<file path="src/rtl/mac_feeder.sv">
// Purpose: pairs each SpMV nonzero with x[col] from vector memory and pushes them to the mac in order.
// Latency: vec_req one cycle after accept; wr at the earliest one edge after the x[col] response lands.
// Backpressure: nz_ready drops when FIFO_DEPTH nonzeros are in flight or the matrix is closing; stall holds pushes.
module mac_feeder #(
    parameter int INTERMEDIATOR_DEPTH      = 8,
    parameter int LOG2_INTERMEDIATOR_DEPTH = $clog2(INTERMEDIATOR_DEPTH - 1),
    parameter int COL_WIDTH                = 32,
    parameter int FIFO_DEPTH               = 16,
    parameter int EOF_DELAY                = 16
) (
    input  logic                                clk,
    input  logic                                rst,
    input  logic                                nz_valid,
    output logic                                nz_ready,
    input  logic                                nz_last,
    input  logic [LOG2_INTERMEDIATOR_DEPTH-1:0] nz_row,
    input  logic [COL_WIDTH-1:0]                nz_col,
    input  logic [63:0]                         nz_val,
    output logic                                vec_req,
    output logic [COL_WIDTH-1:0]                vec_addr,
    input  logic                                vec_rsp_valid,
    input  logic [63:0]                         vec_rsp_data,
    output logic                                wr,
    output logic [LOG2_INTERMEDIATOR_DEPTH-1:0] row,
    output logic [63:0]                         v0,
    output logic [63:0]                         v1,
    input  logic                                stall,
    output logic                                eof,
    output logic                                busy,
    output logic                                err
);

    localparam int PW = $clog2(FIFO_DEPTH);
    localparam int CW = PW + 1;
    localparam int DW = $clog2(EOF_DELAY + 1);
    localparam logic [CW-1:0] FULL = CW'(FIFO_DEPTH);

    typedef enum logic [2:0] {S_IDLE, S_RUN, S_DRAIN, S_WAIT, S_EOF} state_t;

    state_t                state, state_nxt;
    logic [DW-1:0]         delay, delay_nxt;

    // Entry storage: row/value written on accept, x[col] written by the fill pointer.
    logic [LOG2_INTERMEDIATOR_DEPTH-1:0] row_mem [FIFO_DEPTH];
    logic [63:0]           val_mem [FIFO_DEPTH];
    logic [63:0]           x_mem   [FIFO_DEPTH];
    logic [FIFO_DEPTH-1:0] filled;

    logic [PW-1:0]         head, tail, fill;
    logic [CW-1:0]         count;        // accepted, not yet pushed
    logic [CW-1:0]         outstanding;  // requests issued, not yet answered

    logic accept, do_push, rsp_ok;

    assign accept   = nz_valid && nz_ready;
    assign do_push  = !stall && (count != '0) && filled[head];
    // Only answers to issued requests are accepted; anything else is dropped.
    assign rsp_ok   = vec_rsp_valid && (outstanding != '0);

    assign nz_ready = !rst && (count != FULL) && (state == S_IDLE || state == S_RUN);
    assign eof      = (state == S_EOF);
    assign busy     = (state != S_IDLE) || (count != '0);

    // Payload storage needs no reset; validity lives in the filled bits.
    always_ff @(posedge clk) begin
        if (accept) begin
            row_mem[tail] <= nz_row;
            val_mem[tail] <= nz_val;
        end
        if (rsp_ok) begin
            x_mem[fill] <= vec_rsp_data;
        end
    end

    // Pointers, occupancy, request issue, push register and sticky error.
    always_ff @(posedge clk or posedge rst) begin
        if (rst) begin
            head        <= '0;
            tail        <= '0;
            fill        <= '0;
            count       <= '0;
            outstanding <= '0;
            filled      <= '0;
            vec_req     <= 1'b0;
            vec_addr    <= '0;
            wr          <= 1'b0;
            row         <= '0;
            v0          <= '0;
            v1          <= '0;
            err         <= 1'b0;
        end else begin
            vec_req <= accept;
            if (accept) begin
                vec_addr     <= nz_col;
                filled[tail] <= 1'b0;
                tail         <= tail + 1'b1;
            end
            if (rsp_ok) begin
                filled[fill] <= 1'b1;
                fill         <= fill + 1'b1;
            end
            if (vec_rsp_valid && (outstanding == '0)) begin
                err <= 1'b1;
            end
            wr <= do_push;
            if (do_push) begin
                row          <= row_mem[head];
                v0           <= val_mem[head];
                v1           <= x_mem[head];
                filled[head] <= 1'b0;
                head         <= head + 1'b1;
            end
            case ({accept, do_push})
                2'b10:   count <= count + 1'b1;
                2'b01:   count <= count - 1'b1;
                default: ;
            endcase
            case ({vec_req, rsp_ok})
                2'b10:   outstanding <= outstanding + 1'b1;
                2'b01:   outstanding <= outstanding - 1'b1;
                default: ;
            endcase
        end
    end

    // Matrix-level state register.
    always_ff @(posedge clk or posedge rst) begin
        if (rst) begin
            state <= S_IDLE;
            delay <= '0;
        end else begin
            state <= state_nxt;
            delay <= delay_nxt;
        end
    end

    // Next state: close the matrix on the last nonzero, drain, idle EOF_DELAY cycles, pulse eof.
    always_comb begin
        state_nxt = state;
        delay_nxt = delay;
        case (state)
            S_IDLE: begin
                if (accept) state_nxt = nz_last ? S_DRAIN : S_RUN;
            end
            S_RUN: begin
                if (accept && nz_last) state_nxt = S_DRAIN;
            end
            S_DRAIN: begin
                // count reaches zero in the cycle the final wr is presented.
                if (count == '0) begin
                    state_nxt = S_WAIT;
                    delay_nxt = '0;
                end
            end
            S_WAIT: begin
                if (delay == DW'(EOF_DELAY - 1)) state_nxt = S_EOF;
                else                             delay_nxt = delay + 1'b1;
            end
            S_EOF: begin
                state_nxt = S_IDLE;
            end
            default: begin
                state_nxt = S_IDLE;
            end
        endcase
    end

endmodule

</file>
<file path="config.mk">
export PLATFORM = sky130hd
export DESIGN_NAME = mac_feeder
export DESIGN_NICKNAME = d
export VERILOG_FILES = /design/src/rtl/mac_feeder.sv
export SDC_FILE = /design/constraint.sdc
export NUM_CORES = 2
export LEC_CHECK = 0
export ABC_AREA = 1
export BUFFER_PORTS_ARGS = -buffer_cell sky130_fd_sc_hd__buf_2
export CELL_PAD_IN_SITES_DETAIL_PLACEMENT = 2
export CELL_PAD_IN_SITES_GLOBAL_PLACEMENT = 2
export CORE_ASPECT_RATIO = 1.5
export CORE_MARGIN = 5
export CORE_UTILIZATION = 35
export DETAILED_ROUTE_END_ITERATION = 12
export PLACE_DENSITY = 0.74
export SETUP_SLACK_MARGIN = 0.05
export SYNTH_ARGS = -nofsm -noshare
export SYNTH_HDL_FRONTEND = slang
export SYNTH_SLANG_ARGS = --single-unit
</file>
<file path="constraint.sdc">
create_clock -name clk -period 13.9 [get_ports clk]
set_input_delay 1.39 -clock clk [delete_from_list [all_inputs] [get_ports clk]]
set_output_delay 1.39 -clock clk [all_outputs]
set_load 0.01 [all_outputs]
</file>
==> metrics <==
max frequency=146 MHz; routed via count=65100; worst slew slack as a fraction of its limit=11.5%; fill cell total of the finished layout=27900; number of gates resized after CTS=0; area of the core=0.268 mm^2; number of warnings printed during yosys synthesis=0; final number of setup-violating endpoints=0; post-DR vias/cell=5.20; Area Growth Syn to Fin=13.4%; Max FO, Critical Path=239; Maximum Capacitance Violations=0; number of instances in the synthesized netlist=8591; die extent in y=644 um; primary flip-flop cell chosen by synthesis mapping=edfxtp_1; number of distinct library cells after synthesis=33; detailed-placement wirelength estimate=171 mm; PwrDens=212 mW/mm^2; async set-or-reset flop fraction in the synthesized netlist=9.19%; Clock Sink Count=2308; average detailed-routed wire length per instance=25.8 um; Final Skew=0.108 ns; Inserted Clock Buffers=229; final period demand of the worst path=6.83 ns; number of nets with antenna violations after detailed routing=0; deepest clock path buffer count=4; die width=433 um; # nets final=8984; share of final-layout standard cells stronger than drive strength 1=9.07%; number of H-tree branching levels=4; initial antenna violation count=73; clock tree root driver cell=clkbuf_16; post-synthesis cell type with the largest combined area=edfxtp_1; total track usage=22.7%; Clock Pin Slew Worst Setup and Hold Paths=0.06 ns; floorplan row count=233; Worst Tran Pin Value=1.33 ns; buffers inserted during post-CTS setup optimization=0; Worst Hold Launch=v1[24]$_DFFE_PP0N_; worst r2r src=head[0]$_DFFE_PP0N_; final estimated routing congestion in global placement=0.741; register bit total from synthesis=2308; Post-Synthesis Net Count=8783; post-synth top area share=67.0%; Congestion Overflow GR=0; Die ar.=0.279 mm^2; Total Power Consumption=22.6 mW; Post-Route Setup TNS=0 ns; effective utilization at floorplan=35.0%; clock tree from TritonCTS=yes; setup repair after global routing missed its margin=no; hold path depth=2; LEAKAGE=40.3 nW; syn_area_per_cell=10.9 um^2; first-pass GRT wire length=476 mm; clock latency at the later pin of the worst-skew pair=0.94 ns; VDD IR-drop max=0.246 mV; I/O pin cnt=338; startpoint class of the critical path=flip-flop; Post-CTS Hold Buffers=0; count of buffers inserted at the top-level ports=337; final-report hold violation count=0; largest net degree at the start of global routing=240; number of enable-type register cells in the synthesized netlist=2096; Critical Path Sink Type=flip-flop; crit path DAT=7.64 ns; cell area after synthesis=0.0939 mm^2; Critical Setup Path Class=reg -> reg; share of the clock period used by the worst path=49.1%; Final Max Tran Viols=0; via count of the first global-routing pass=73400; number of optimization iterations in the first detailed-route pass=5; biggest area contributors in the synthesized netlist=edfxtp_1 67%, nor2_1 8.6%, nand2_1 8.5%, dfrtp_1 5.7%, o21ai_0 5.1%; DRC violations left=0; data required time of the critical path=14.72 ns; initial drt markers=4106; sequential-to-total area share from yosys stat=72.7%; result of the run=finished clean; number of cells on the worst reg-to-reg path=13; WL final=323 mm; crit path launch=head[0]$_DFFE_PP0N_; hold crit path type=reg -> reg
## placed cells by master, fill, tap and decap left out, drive strengths merged
master / n
inv: 218
and3: 1
a211oi: 1
nor2: 2159
bufinv: 26
a21boi: 1
o22ai: 1
clkinv: 239
ha: 22
buf: 424
o211ai: 1
edfxtp: 2096
dfrtp: 212
xnor2: 3
nand3b: 2
nand4: 18
xor2: 13
fa: 1
o21ai: 1058
diode: 23
a21oi: 21
nand3: 26
o21bai: 2
or2: 1
clkbuf: 299
nor3: 5
and2: 1
clkinvlp: 9
nand2: 2121
## critical path, cell delays in order (launching register included)
cell and delay [ns]:
dfrtp_4 0.83, inv_8 0.79, buf_4 0.87, buf_12 0.60, buf_4 0.84, buf_4 0.95, o21ai_0 0.29, nand2_1 0.16
nand2_1 0.07, nand2_1 0.12, clkinv_1 0.07, nand2_1 0.06, nand2_1 0.06, nand2_1 0.11
## sequential cells by signal, summed over array words and instances (netlist names), 3 cells and up
name,flops
outstanding,5
val_mem,1024
head,4
row,3
fill,4
row_mem,48
count,5
tail,4
x_mem,1024
vec_addr,32
filled,16
v0,64
delay,5
state,3
v1,64
## cells by family (layout without fill, tap and decap cells)
kind of cell	count (synthesis)	after routing	synth area share (%)
flip-flops	2308	2308	72.7
AO/OA/AOI/OAI	1085	1085	5.80
AND/OR/NAND/NOR	4334	4334	17.4
buffers and inverters	825	1215	3.59
adder cells (fa/ha/maj)	23	23	0.315
XOR/XNOR	16	16	0.149
other	0	23	0
## routing by layer
| layer | vias up | wire [um] | GRT usage [%] |
|---|---|---|---|
| met5 | - | 158 | 0 |
| met4 | 22 | 11100 | 7.85 |
| met3 | 536 | 12200 | 2.76 |
| met2 | 1351 | 173000 | 43.0 |
| met1 | 34300 | 127000 | 26.3 |
| li1 | 29000 | - | - |
## worst paths after layout
path	to	slack (ns)
worst max register to register	v0[50]$_DFFE_PP0N_	7.07
worst min-delay path	v1[24]$_DFFE_PP0N_	0.48
worst max-delay path	v0[50]$_DFFE_PP0N_	7.07
worst min register to register	v1[24]$_DFFE_PP0N_	0.48
min in group asynchronous	vec_addr[29]$_DFFE_PP0P_	0.57
max in group asynchronous	v0[13]$_DFFE_PP0N_	11.10
## Yosys cell counts (2+ instances only)
library cell,instances
nor2_1,2158
nand2_1,2121
edfxtp_1,2096
o21ai_0,958
clkbuf_1,230
dfrtp_1,212
inv_1,207
buf_2,173
clkinv_1,161
o21ai_1,100
buf_1,36
nand3_1,26
ha_1,22
a21oi_1,21
nand4_1,18
buf_4,14
xor2_1,13
nor3_1,5
inv_2,3
xnor2_1,3
nand3b_1,2
## power breakdown
group / internal, mW / switching, mW
registers: 8.23 / 0.370
clock network: 3.66 / 2.76
logic: 1.98 / 5.61
total: 13.9 / 8.74
## cell type report
| class | count | area, um^2 | share of cell area (%) |
|---|---|---|---|
| Clock inverter | 121 | 1290 | 1.21 |
| Sequential cell | 2308 | 68300 | 64.1 |
| Clock buffer | 299 | 6280 | 5.90 |
| Timing Repair Buffer | 424 | 2400 | 2.26 |
| Antenna cell | 23 | 57.6 | 0.0540 |
| Inverter | 371 | 1500 | 1.41 |
| Tap cell | 3525 | 4410 | 4.14 |
| Multi-Input combinational cell | 5458 | 22300 | 20.9 |
## metrics by stage
stage,hold slack (ns),worst slack (ns),instances,cell area (um^2),util (%)
final,0.476,7.07,12500,107000,39.8
after global placement,0.458,7.49,12100,98900,36.9
after floorplan,0.467,6.45,8591,93900,-
after detailed placement,0.463,7.26,12100,98900,36.9
after CTS,0.481,7.21,12500,106000,39.7
after global routing,0.501,6.65,12500,106000,39.7
Note: power is estimated with default switching activity, not from simulation.
